**config.mk**
```make
export PLATFORM = sky130hd
export DESIGN_NAME = dmem_responder_flat
export DESIGN_NICKNAME = d
export VERILOG_FILES = /design/src/rtl/dmem_responder_pkg.sv /design/src/rtl/dmem_responder_if.sv /design/src/rtl/dmem_responder_array.sv /design/src/rtl/dmem_responder.sv /design/src/flat_wrapper.sv
export SDC_FILE = /design/constraint.sdc
export NUM_CORES = 2
export LEC_CHECK = 0
export ABC_AREA = 1
export BUFFER_PORTS_ARGS = -buffer_cell sky130_fd_sc_hd__buf_2
export CAP_MARGIN = 20
export CORE_ASPECT_RATIO = 1.5
export CORE_MARGIN = 10
export CORE_UTILIZATION = 40
export CTS_CLUSTER_SIZE = 20
export DETAILED_ROUTE_END_ITERATION = 8
export PLACE_DENSITY = 0.54
export SYNTH_ARGS = -nofsm -noshare
export SYNTH_HDL_FRONTEND = slang
export SYNTH_SLANG_ARGS = --single-unit
```
**constraint.sdc**
```tcl
create_clock -name clk -period 3.54 [get_ports clk]
set_clock_uncertainty 0.15 [all_clocks]
set_input_delay 0.177 -clock clk [delete_from_list [all_inputs] [get_ports clk]]
set_output_delay 0.177 -clock clk [all_outputs]
set_load 0.01 [all_outputs]
```
**src/rtl/dmem_responder_pkg.sv**
```systemverilog
// Shared types for the data-memory responder: FSM state encoding and wait-state limit.
// Latency: n/a (types only). Backpressure: n/a.
// Imported by dmem_responder.
package lib_cpu;

    typedef enum logic [1:0] {
        IDLE = 2'd0,
        WAIT = 2'd1,
        RESP = 2'd2
    } MEM_STATE;

    localparam int unsigned MEM_WAIT_MAX  = 15;
    localparam int unsigned MEM_WORD_BITS = 32;

    // Word index width for a power-of-two word count.
    function automatic int unsigned mem_idx_bits(input int unsigned depth_words);
        return $clog2(depth_words);
    endfunction

endpackage

```
**src/rtl/dmem_responder_if.sv**
```systemverilog
// Memory bus between an initiator and a data-memory peripheral.
// Latency: set by the peripheral. Backpressure: initiator holds req until ready.
// master drives the request, periph returns rd/ready.
interface mem_bus_if;
    logic        req;
    logic        we;
    logic [31:0] addr;
    logic [31:0] wd;
    logic [31:0] rd;
    logic        ready;

    modport master (
        output req, we, addr, wd,
        input  rd, ready
    );

    modport periph (
        input  req, we, addr, wd,
        output rd, ready
    );
endinterface

```
**src/rtl/dmem_responder_array.sv**
```systemverilog
// Word storage for dmem_responder: one synchronous write port, one combinational read port.
// Latency: write visible the cycle after the write edge; read is same-cycle.
// Backpressure: none, always accepts.
module dmem_array #(
    parameter int DEPTH_WORDS = 64
) (
    input  logic                           clk,
    input  logic                           we,
    input  logic [$clog2(DEPTH_WORDS)-1:0] waddr,
    input  logic [31:0]                    wd,
    input  logic [$clog2(DEPTH_WORDS)-1:0] raddr,
    output logic [31:0]                    rd
);

    // Contents deliberately survive reset.
    logic [31:0] mem [DEPTH_WORDS];

    always_ff @(posedge clk) begin
        if (we) begin
            mem[waddr] <= wd;
        end
    end

    assign rd = mem[raddr];

endmodule

```
**src/rtl/dmem_responder.sv**
```systemverilog
// Data-memory responder: latches one request, waits WAIT_CYCLES, answers with a one-cycle ready.
// Latency: WAIT_CYCLES+1 cycles from req sample to ready; one transaction per WAIT_CYCLES+2 cycles.
// Backpressure: req ignored while busy; initiator holds req until ready. Option: DMEM_ALIGN_CHECK_EN.
module dmem_responder
    import lib_cpu::*;
#(
    parameter int DEPTH_WORDS = 64,
    parameter int WAIT_CYCLES = 2
) (
    input  logic      clk,
    input  logic      rst,
    mem_bus_if.periph mem_bus,
    output logic      fault,
    output logic      busy
);

    localparam int AW = $clog2(DEPTH_WORDS);

    localparam logic [1:0] ST_IDLE = IDLE;
    localparam logic [1:0] ST_WAIT = WAIT;
    localparam logic [1:0] ST_RESP = RESP;

    localparam logic [3:0] WAIT_LOAD = (WAIT_CYCLES > 0) ? 4'(WAIT_CYCLES - 1) : 4'd0;

    if (DEPTH_WORDS < 4 || (DEPTH_WORDS & (DEPTH_WORDS - 1)) != 0) begin : g_bad_depth
        $error("dmem_responder: DEPTH_WORDS must be a power of two, at least 4");
    end
    if (WAIT_CYCLES < 0 || WAIT_CYCLES > int'(MEM_WAIT_MAX)) begin : g_bad_wait
        $error("dmem_responder: WAIT_CYCLES out of range 0..15");
    end

    logic [1:0]    state_q;
    logic [3:0]    cnt_q;
    logic          we_q;
    logic          mis_q;
    logic [AW-1:0] idx_q;
    logic [31:0]   wd_q;

    logic          accept;
    logic          mis_d;
    logic          resp;
    logic          arr_we;
    logic [31:0]   arr_rd;
    logic          unused_addr_bits;

    assign accept = (state_q == ST_IDLE) && mem_bus.req;

`ifdef DMEM_ALIGN_CHECK_EN
    assign mis_d = (mem_bus.addr[1:0] != 2'b00);
`else
    assign mis_d = 1'b0;
`endif

    // Bits outside the word index only wrap the address space.
    assign unused_addr_bits = ^{mem_bus.addr[31:AW+2], mem_bus.addr[1:0]};

    always_ff @(posedge clk) begin
        if (!rst) begin
            state_q <= ST_IDLE;
            cnt_q   <= 4'd0;
        end else begin
            case (state_q)
                ST_IDLE: begin
                    if (mem_bus.req) begin
                        state_q <= (WAIT_CYCLES > 0) ? ST_WAIT : ST_RESP;
                        cnt_q   <= WAIT_LOAD;
                    end
                end
                ST_WAIT: begin
                    if (cnt_q == 4'd0) begin
                        state_q <= ST_RESP;
                    end else begin
                        cnt_q <= cnt_q - 4'd1;
                    end
                end
                ST_RESP: begin
                    state_q <= ST_IDLE;
                end
                default: begin
                    state_q <= ST_IDLE;
                end
            endcase
        end
    end

    // Request snapshot: later bus changes cannot disturb the transaction in flight.
    always_ff @(posedge clk) begin
        if (accept) begin
            we_q  <= mem_bus.we;
            mis_q <= mis_d;
            idx_q <= mem_bus.addr[AW+1:2];
            wd_q  <= mem_bus.wd;
        end
    end

    // A reset arriving in RESP suppresses both the ready pulse and the write.
    assign resp   = (state_q == ST_RESP) && rst;
    assign arr_we = resp && we_q && !mis_q;

    dmem_array #(
        .DEPTH_WORDS(DEPTH_WORDS)
    ) u_array (
        .clk   (clk),
        .we    (arr_we),
        .waddr (idx_q),
        .wd    (wd_q),
        .raddr (idx_q),
        .rd    (arr_rd)
    );

    assign mem_bus.ready = resp;
    assign mem_bus.rd    = (resp && !we_q && !mis_q) ? arr_rd : 32'd0;
    assign fault         = resp && mis_q;
    assign busy          = (state_q != ST_IDLE);

endmodule

```
**src/flat_wrapper.sv**
```systemverilog
// flat-port wrapper written by rule: the top's interface ports become plain ports
module dmem_responder_flat import lib_cpu::*;
#(
    parameter int DEPTH_WORDS = 64,
    parameter int WAIT_CYCLES = 2
)
  (clk, rst, fault, busy, mem_bus_req, mem_bus_we, mem_bus_addr, mem_bus_wd, mem_bus_rd, mem_bus_ready);
  mem_bus_if mem_bus_i ();
  input  logic clk;
  input  logic rst;
  output logic fault;
  output logic busy;
  input wire logic [$bits(mem_bus_i.req)-1:0] mem_bus_req;
  input wire logic [$bits(mem_bus_i.we)-1:0] mem_bus_we;
  input wire logic [$bits(mem_bus_i.addr)-1:0] mem_bus_addr;
  input wire logic [$bits(mem_bus_i.wd)-1:0] mem_bus_wd;
  output wire logic [$bits(mem_bus_i.rd)-1:0] mem_bus_rd;
  output wire logic [$bits(mem_bus_i.ready)-1:0] mem_bus_ready;
  assign mem_bus_i.req = mem_bus_req;
  assign mem_bus_i.we = mem_bus_we;
  assign mem_bus_i.addr = mem_bus_addr;
  assign mem_bus_i.wd = mem_bus_wd;
  assign mem_bus_rd = mem_bus_i.rd;
  assign mem_bus_ready = mem_bus_i.ready;
  dmem_responder #(.DEPTH_WORDS(DEPTH_WORDS), .WAIT_CYCLES(WAIT_CYCLES)) u_core (.clk(clk), .rst(rst), .mem_bus(mem_bus_i), .fault(fault), .busy(busy));
endmodule
```
; Yosys cells after proc, flatten, opt, wreduce, memory -nomap -nowiden
; Memory sizes are Yosys's and may differ from the RTL's. A register that Yosys moved wholly into a read port is not among the register bits.
; Index checks and enable logic that the tools add are counted.
[classes]
n_mul = 0
n_lt_le_gt_ge = 0
shifts = 0
n_addsub = 1
n_eq_ne = 5
n_bitwise = 0
reduce_logical = 11
n_mux = 10
div_mod_pow = 0
[ops]
columns = op, n
row1 = $mux W32, 1
row2 = $mux W4, 2
row3 = $pmux W4 S2, 1
row4 = $mux W6, 1
row5 = $logic_and A1 B1 Y1, 4
row6 = $logic_not A4 Y1, 1
row7 = $mux W2, 2
row8 = $ne A2 B2 Y1 const B, 2
row9 = $pmux W2 S2, 1
row10 = $reduce_bool A2 Y1, 2
row11 = $sub A4 B1 Y4 const B, 1
row12 = $reduce_and A3 Y1, 1
row13 = $eq A2 B1 Y1 const B, 1
row14 = $eq A2 B2 Y1 const B, 1
row15 = $logic_not A2 Y1, 1
row16 = $mux W1, 2
row17 = $ne A2 B1 Y1 const B, 1
row18 = $reduce_and A2 Y1, 1
row19 = $logic_not A1 Y1, 1
[word_totals]
ram_bits = 2048
n_memories = 1
mem_bits_ro = 0
ff_bits = 45
latchBits = 0
in_bits = 68
[memory_table]
columns = name, depth, word_bits, read_ports, rd_ports_with_merged_regs, wr, line
row1 = u_core.u_array.mem, 64, 32, 1, 1, 1, dmem_responder_array.sv:16  ; logic [31:0] mem [DEPTH_WORDS];

; Depth between registers and ports, before layout
[logic_depth]
ltp_word = 5
ltp_mapped = 14
depth_no_buf = 11

; By module
; From an unflattened synthesis, not the netlist that was laid out.
[unflattened]
cells_unflattened = 6889
hier_area_um2 = 83904.2
[by_module_without_submodules]
columns = mod, instances, area_per_inst_um2, seq_area_each_um2, cells_each
row1 = dmem_array, 1, 82097.5, 61499.0, 6737
row2 = dmem_responder, 1, 1806.7, 1291.2, 152

; Worst setup path before layout
; OpenSTA, ideal clock, no wires.
[synth_path]
path_kind = reg-to-reg
startpoint = reg u_core.state_q[1]
endpoint = mem u_core.u_array.mem[10][0] (enable)
path_buffers = 0
slack_ns = 0.271
arrival_ns = 2.697
required_time_ns = 2.969
stages_incl_launch_ff = 7
cell_sequence = dfxtp_1 -> inv_1 -> nor3_1 -> nand2_1 -> nor2_1 -> nand3_1 -> nor2_1
[synth_between]
elab_chain_cells = 5
[synth_rtl]
columns = item, line
row1 = from (decl), dmem_responder.sv:32  ; logic [1:0] state_q;
row2 = from (signal assigned), dmem_responder.sv:65  ; state_q <= (WAIT_CYCLES > 0) ? ST_WAIT : ST_RESP;
row3 = $eq A2 B2 Y1, dmem_responder.sv:97  ; assign resp = (state_q == ST_RESP) && rst;
row4 = $logic_and A1 B1 Y1, dmem_responder.sv:97
row5 = named net mem_bus_ready, flat_wrapper.sv:18  ; output wire logic [$bits(mem_bus_i.ready)-1:0] mem_bus_ready;
row6 = $logic_and A1 B1 Y1, dmem_responder.sv:98  ; assign arr_we = resp && we_q && !mis_q;
row7 = $mux W1, dmem_responder_array.sv:19  ; if (we) begin
row8 = $mux W1 (not written as such), dmem_responder_array.sv:20  ; mem[waddr] <= wd;
row9 = to (decl), dmem_responder_array.sv:16
; The timed path passes the listed nets, and every way through them passes these cells.

==> impl_metrics.prom <==
# TYPE chip_impl_metric gauge
chip_impl_info{name="outcome",value="finished, final reports clean"} 1
chip_impl_metric{name="arrival_time_reported_for_the_critical_path_endpoint",unit="ns"} 3.18
chip_impl_metric{name="critical_path.max_fanout",unit=""} 23
chip_impl_metric{name="seq_area",unit="um^2"} 62900
chip_impl_metric{name="timing.max_cap.violations",unit=""} 0
chip_impl_metric{name="finalMaxSlewViolations",unit=""} 0
chip_impl_metric{name="fin_cells",unit=""} 10100
chip_impl_metric{name="post-layout-total-power",unit="W"} 0.0559
chip_impl_metric{name="reg2reg_setup_slack",unit="ns"} 0.42
chip_impl_info{name="post_synth_main_area_contributors",value="edfxtp_1, nand3_1, nand2_1, buf_2, nor2_1"} 1
chip_impl_metric{name="worstRegToRegCells",unit=""} 7
chip_impl_metric{name="p_leak",unit="nW"} 34.4
chip_impl_metric{name="worst_skew_pair.late_latency",unit="ns"} 0.84
chip_impl_info{name="critical_path.reg2reg.endpoint",value="u_core.u_array.mem[34][5]"} 1
chip_impl_info{name="critPathLaunchType",value="flip-flop"} 1
chip_impl_metric{name="grt_antenna_before_repair",unit=""} 7
chip_impl_metric{name="syn_area_per_cell",unit="um^2"} 12.1
chip_impl_metric{name="drtIter0Drc",unit=""} 5783
chip_impl_metric{name="number_of_global_route_vias_before_repair",unit=""} 53500
chip_impl_metric{name="timing_hold_violations_final",unit=""} 0
chip_impl_metric{name="floorplan.die.height",unit="um"} 581
chip_impl_metric{name="clkSinkCount",unit=""} 2099
chip_impl_metric{name="worstMarginPinSlew",unit="ns"} 0.946
chip_impl_metric{name="drt_wl_total",unit="um"} 256000
chip_impl_metric{name="drcViolationCount",unit=""} 0
chip_impl_metric{name="dieArea",unit="um^2"} 229000
chip_impl_metric{name="grt_usage",unit="%"} 21.4
chip_impl_info{name="layout.cells.most_common",value="nand2_1"} 1
chip_impl_info{name="layout.cells.most_common_list",value="nand2_1, edfxtp_1, nand3_1, clkbuf_16, buf_4"} 1
chip_impl_info{name="holdCritPathClass",value="in2reg"} 1
chip_impl_info{name="worst_path_max_delay_cell",value="dfxtp_4"} 1
chip_impl_info{name="hold_path.startpoint",value="mem_bus_wd[15]"} 1
chip_impl_metric{name="worst_slew_margin_rel",unit="%"} 36.7
chip_impl_info{name="grt_setup_unrepaired",value="true"} 1
chip_impl_metric{name="max_freq",unit="GHz"} 0.285
chip_impl_metric{name="hold-worst-slack",unit="ns"} 0.112
chip_impl_metric{name="worst_ir_drop_vdd",unit="V"} 0.000420
chip_impl_metric{name="rows",unit=""} 205
chip_impl_metric{name="initial_utilization",unit="%"} 40.3
chip_impl_metric{name="place.port_buffers",unit=""} 75
chip_impl_metric{name="dp_hpwl",unit="um"} 130000
chip_impl_metric{name="synth.lib_cells_used.distinct",unit=""} 25
chip_impl_metric{name="worst_path_largest_cell_delay",unit="ns"} 0.47
chip_impl_metric{name="nFillCells",unit=""} 18300
chip_impl_metric{name="post-place-cells",unit=""} 9599
chip_impl_metric{name="netlist_instances",unit=""} 6919
chip_impl_metric{name="gp_congestion",unit=""} 0.785
chip_impl_metric{name="min_period",unit="ns"} 3.50
chip_impl_metric{name="finalSetupTns",unit="ns"} 0
chip_impl_metric{name="post_drt_via_cell_ratio",unit=""} 5.48
chip_impl_metric{name="grt_first_pass_wirelength",unit="um"} 366000
chip_impl_info{name="clk_root_buffer_cell",value="clkbuf_16"} 1
chip_impl_metric{name="synth_seq_area_share",unit="%"} 74.9
chip_impl_metric{name="timing.hold.worst_path_depth",unit=""} 2
chip_impl_info{name="cp_cell_sequence",value="buf_6 > buf_6 > inv_16 > buf_16 > nand2_1 > nand3_1 > nand3_1 > nand3_1 > nand2_1 > nand2_1 > a21oi_1 > buf_4 > nor2_2 > buf_2"} 1
chip_impl_info{name="clock_tree_from_tritoncts",value="built"} 1
chip_impl_metric{name="stdcell_area",unit="um^2"} 98300
chip_impl_info{name="hold_end",value="u_core.wd_q[15]"} 1
chip_impl_metric{name="post_synth_instance_area",unit="um^2"} 84000
chip_impl_metric{name="h-tree-depth",unit=""} 4
chip_impl_metric{name="power.density",unit="nW/um^2"} 568
chip_impl_info{name="netlist.top_cell.by_area",value="edfxtp_1"} 1
chip_impl_metric{name="placedInstanceArea",unit="um^2"} 89300
chip_impl_metric{name="cts_inserted_buffers",unit=""} 202
chip_impl_info{name="worstReg2RegStart",value="u_core.state_q[1]"} 1
chip_impl_metric{name="yosys_warnings",unit=""} 0
chip_impl_metric{name="clkSlewWorstSetupHoldPaths",unit="ns"} 0.06
chip_impl_metric{name="overflow",unit=""} 0
chip_impl_metric{name="via_count",unit=""} 55400
chip_impl_metric{name="timing.final.setup_violations",unit=""} 0
chip_impl_metric{name="max-clock-path-buffers",unit=""} 4
chip_impl_metric{name="dieWidth",unit="um"} 394
chip_impl_metric{name="antenna_violating_nets_post_route",unit=""} 0
chip_impl_metric{name="final_layout_size_suffix_gt1_share",unit="%"} 11.4
chip_impl_metric{name="final_worst_path_cycle_share",unit="%"} 99.0
chip_impl_metric{name="grt_max_degree",unit=""} 109
chip_impl_metric{name="ios",unit=""} 103
chip_impl_info{name="timing.critical_path.to_type",value="primary output"} 1
chip_impl_metric{name="detailedRoute.firstPassIterationCount",unit=""} 5
chip_impl_metric{name="synth.net_count",unit=""} 6989
chip_impl_metric{name="route.detailed.wl_per_inst",unit="um"} 25.3
chip_impl_metric{name="share_of_the_synthesized_area_in_the_top_cell_type",unit="%"} 74.6
chip_impl_metric{name="yosys_register_bits",unit=""} 2099
chip_impl_info{name="path_class",value="reg2out"} 1
chip_impl_metric{name="finish.net_count",unit=""} 7225
chip_impl_metric{name="timing.critical_path.required",unit="ns"} 3.21
chip_impl_metric{name="total_area_of_multi_input_combinational_cells",unit="um^2"} 19800
chip_impl_metric{name="area_of_the_core",unit="um^2"} 209000
chip_impl_metric{name="syn2layout_area_growth",unit="%"} 17.1
## sequential cells by signal (all words and copies together) (netlist names), named ones only
name / count
u_core.cnt_q: 4
u_core.idx_q: 6
u_core.state_q: 2
u_core.u_array.mem: 2048
u_core.wd_q: 32
u_core.we_q: 1
## per-stage QoR
step	utilization, %	setup slack, ns
global route	47.1	-0.0698
finish	47.1	0.0360
detailed placement	42.8	0.398
CTS	46.8	-0.0161
global placement	42.8	0.386
floorplan	-	0.271
## layer usage
metal	vias to the layer above	GRT usage (%)	wire, um
met5	-	0	0
met4	0	7.78	9340
met3	475	2.89	16300
met2	2099	36.9	128000
met1	27700	27.3	102000
li1	25100	-	-
## Yosys cell counts
library cell and number:
ha_1 2, nor2_2 1, o41ai_1 1, clkbuf_1 81, nor2_1 163, dfxtp_1 12
o21ai_0 30, a21oi_1 31, buf_4 45, o21ai_1 5, inv_4 1, nand4_1 1
clkinv_1 1, a31oi_1 4, nor3_1 5, conb_1 1, o22ai_1 15, nand3_1 1776
buf_6 9, buf_1 39, edfxtp_1 2087, buf_2 274, nand2_1 2314, inv_2 2
inv_1 19
## where the power goes
group	total [W]	internal [W]	switching, W
sequential	0.0277	0.0276	0.0000922
clock	0.0203	0.0112	0.00910
combinational	0.00790	0.00244	0.00547
total	0.0559	0.0412	0.0147
## area by class of cell
type / count / area share (%)
diodes: 1 / 0.00255
clock buffers: 256 / 5.41
clock inverters: 98 / 0.688
inverters: 23 / 0.141
multi-input cells: 4349 / 20.1
flip-flops and latches: 2099 / 64.0
well taps: 2794 / 3.56
repair buffers: 478 / 6.02
repair inverters: 2 / 0.0407
## logic make-up (layout without fill, tap and decap cells)
group	count (synthesis)	after routing	synth area share, %
AO/OA/AOI/OAI	86	86	0.545
other	1	2	0.00447
flip-flops	2099	2099	74.9
AND/OR/NAND/NOR	4260	4260	21.7
buffers and inverters	471	857	2.80
adder cells (fa/ha/maj)	2	2	0.0298
## worst max-delay path, delay by kind of cell (launching register included)
family | cells | cell delay, ns
flip-flops | 1 | 0.47
buffers and inverters | 6 | 1.09
AND/OR/NAND/NOR | 7 | 0.58
AO/OA/AOI/OAI | 1 | 0.18
## what timing repair did
| item | CTS | global route |
|---|---|---|
| hold buffers | 82 | 0 |
| endpoints found under the setup margin | 32 | 31 |
| setup buffers | 29 | 5 |
| hold endpoints to repair | 61 | 0 |
| resized for setup | 157 | 93 |
| cloned | 19 | 11 |
| pin swaps | 15 | 24 |
## worst max-delay path by stage
stage	from	endpoint	slack, ns	cells past startpoint
floorplan	u_core.state_q[1]	u_core.u_array.mem[10][0]	0.27	6
CTS	flip-flop	mem_bus_rd[9]	-0.02	13
global placement	flip-flop	mem_bus_rd[3]	0.39	12
global route	flip-flop	mem_bus_rd[22]	-0.07	11
detailed placement	flip-flop	mem_bus_rd[19]	0.40	13
finish	flip-flop	mem_bus_rd[30]	0.04	14
No activity file was read; power rests on OpenSTA's default activity.
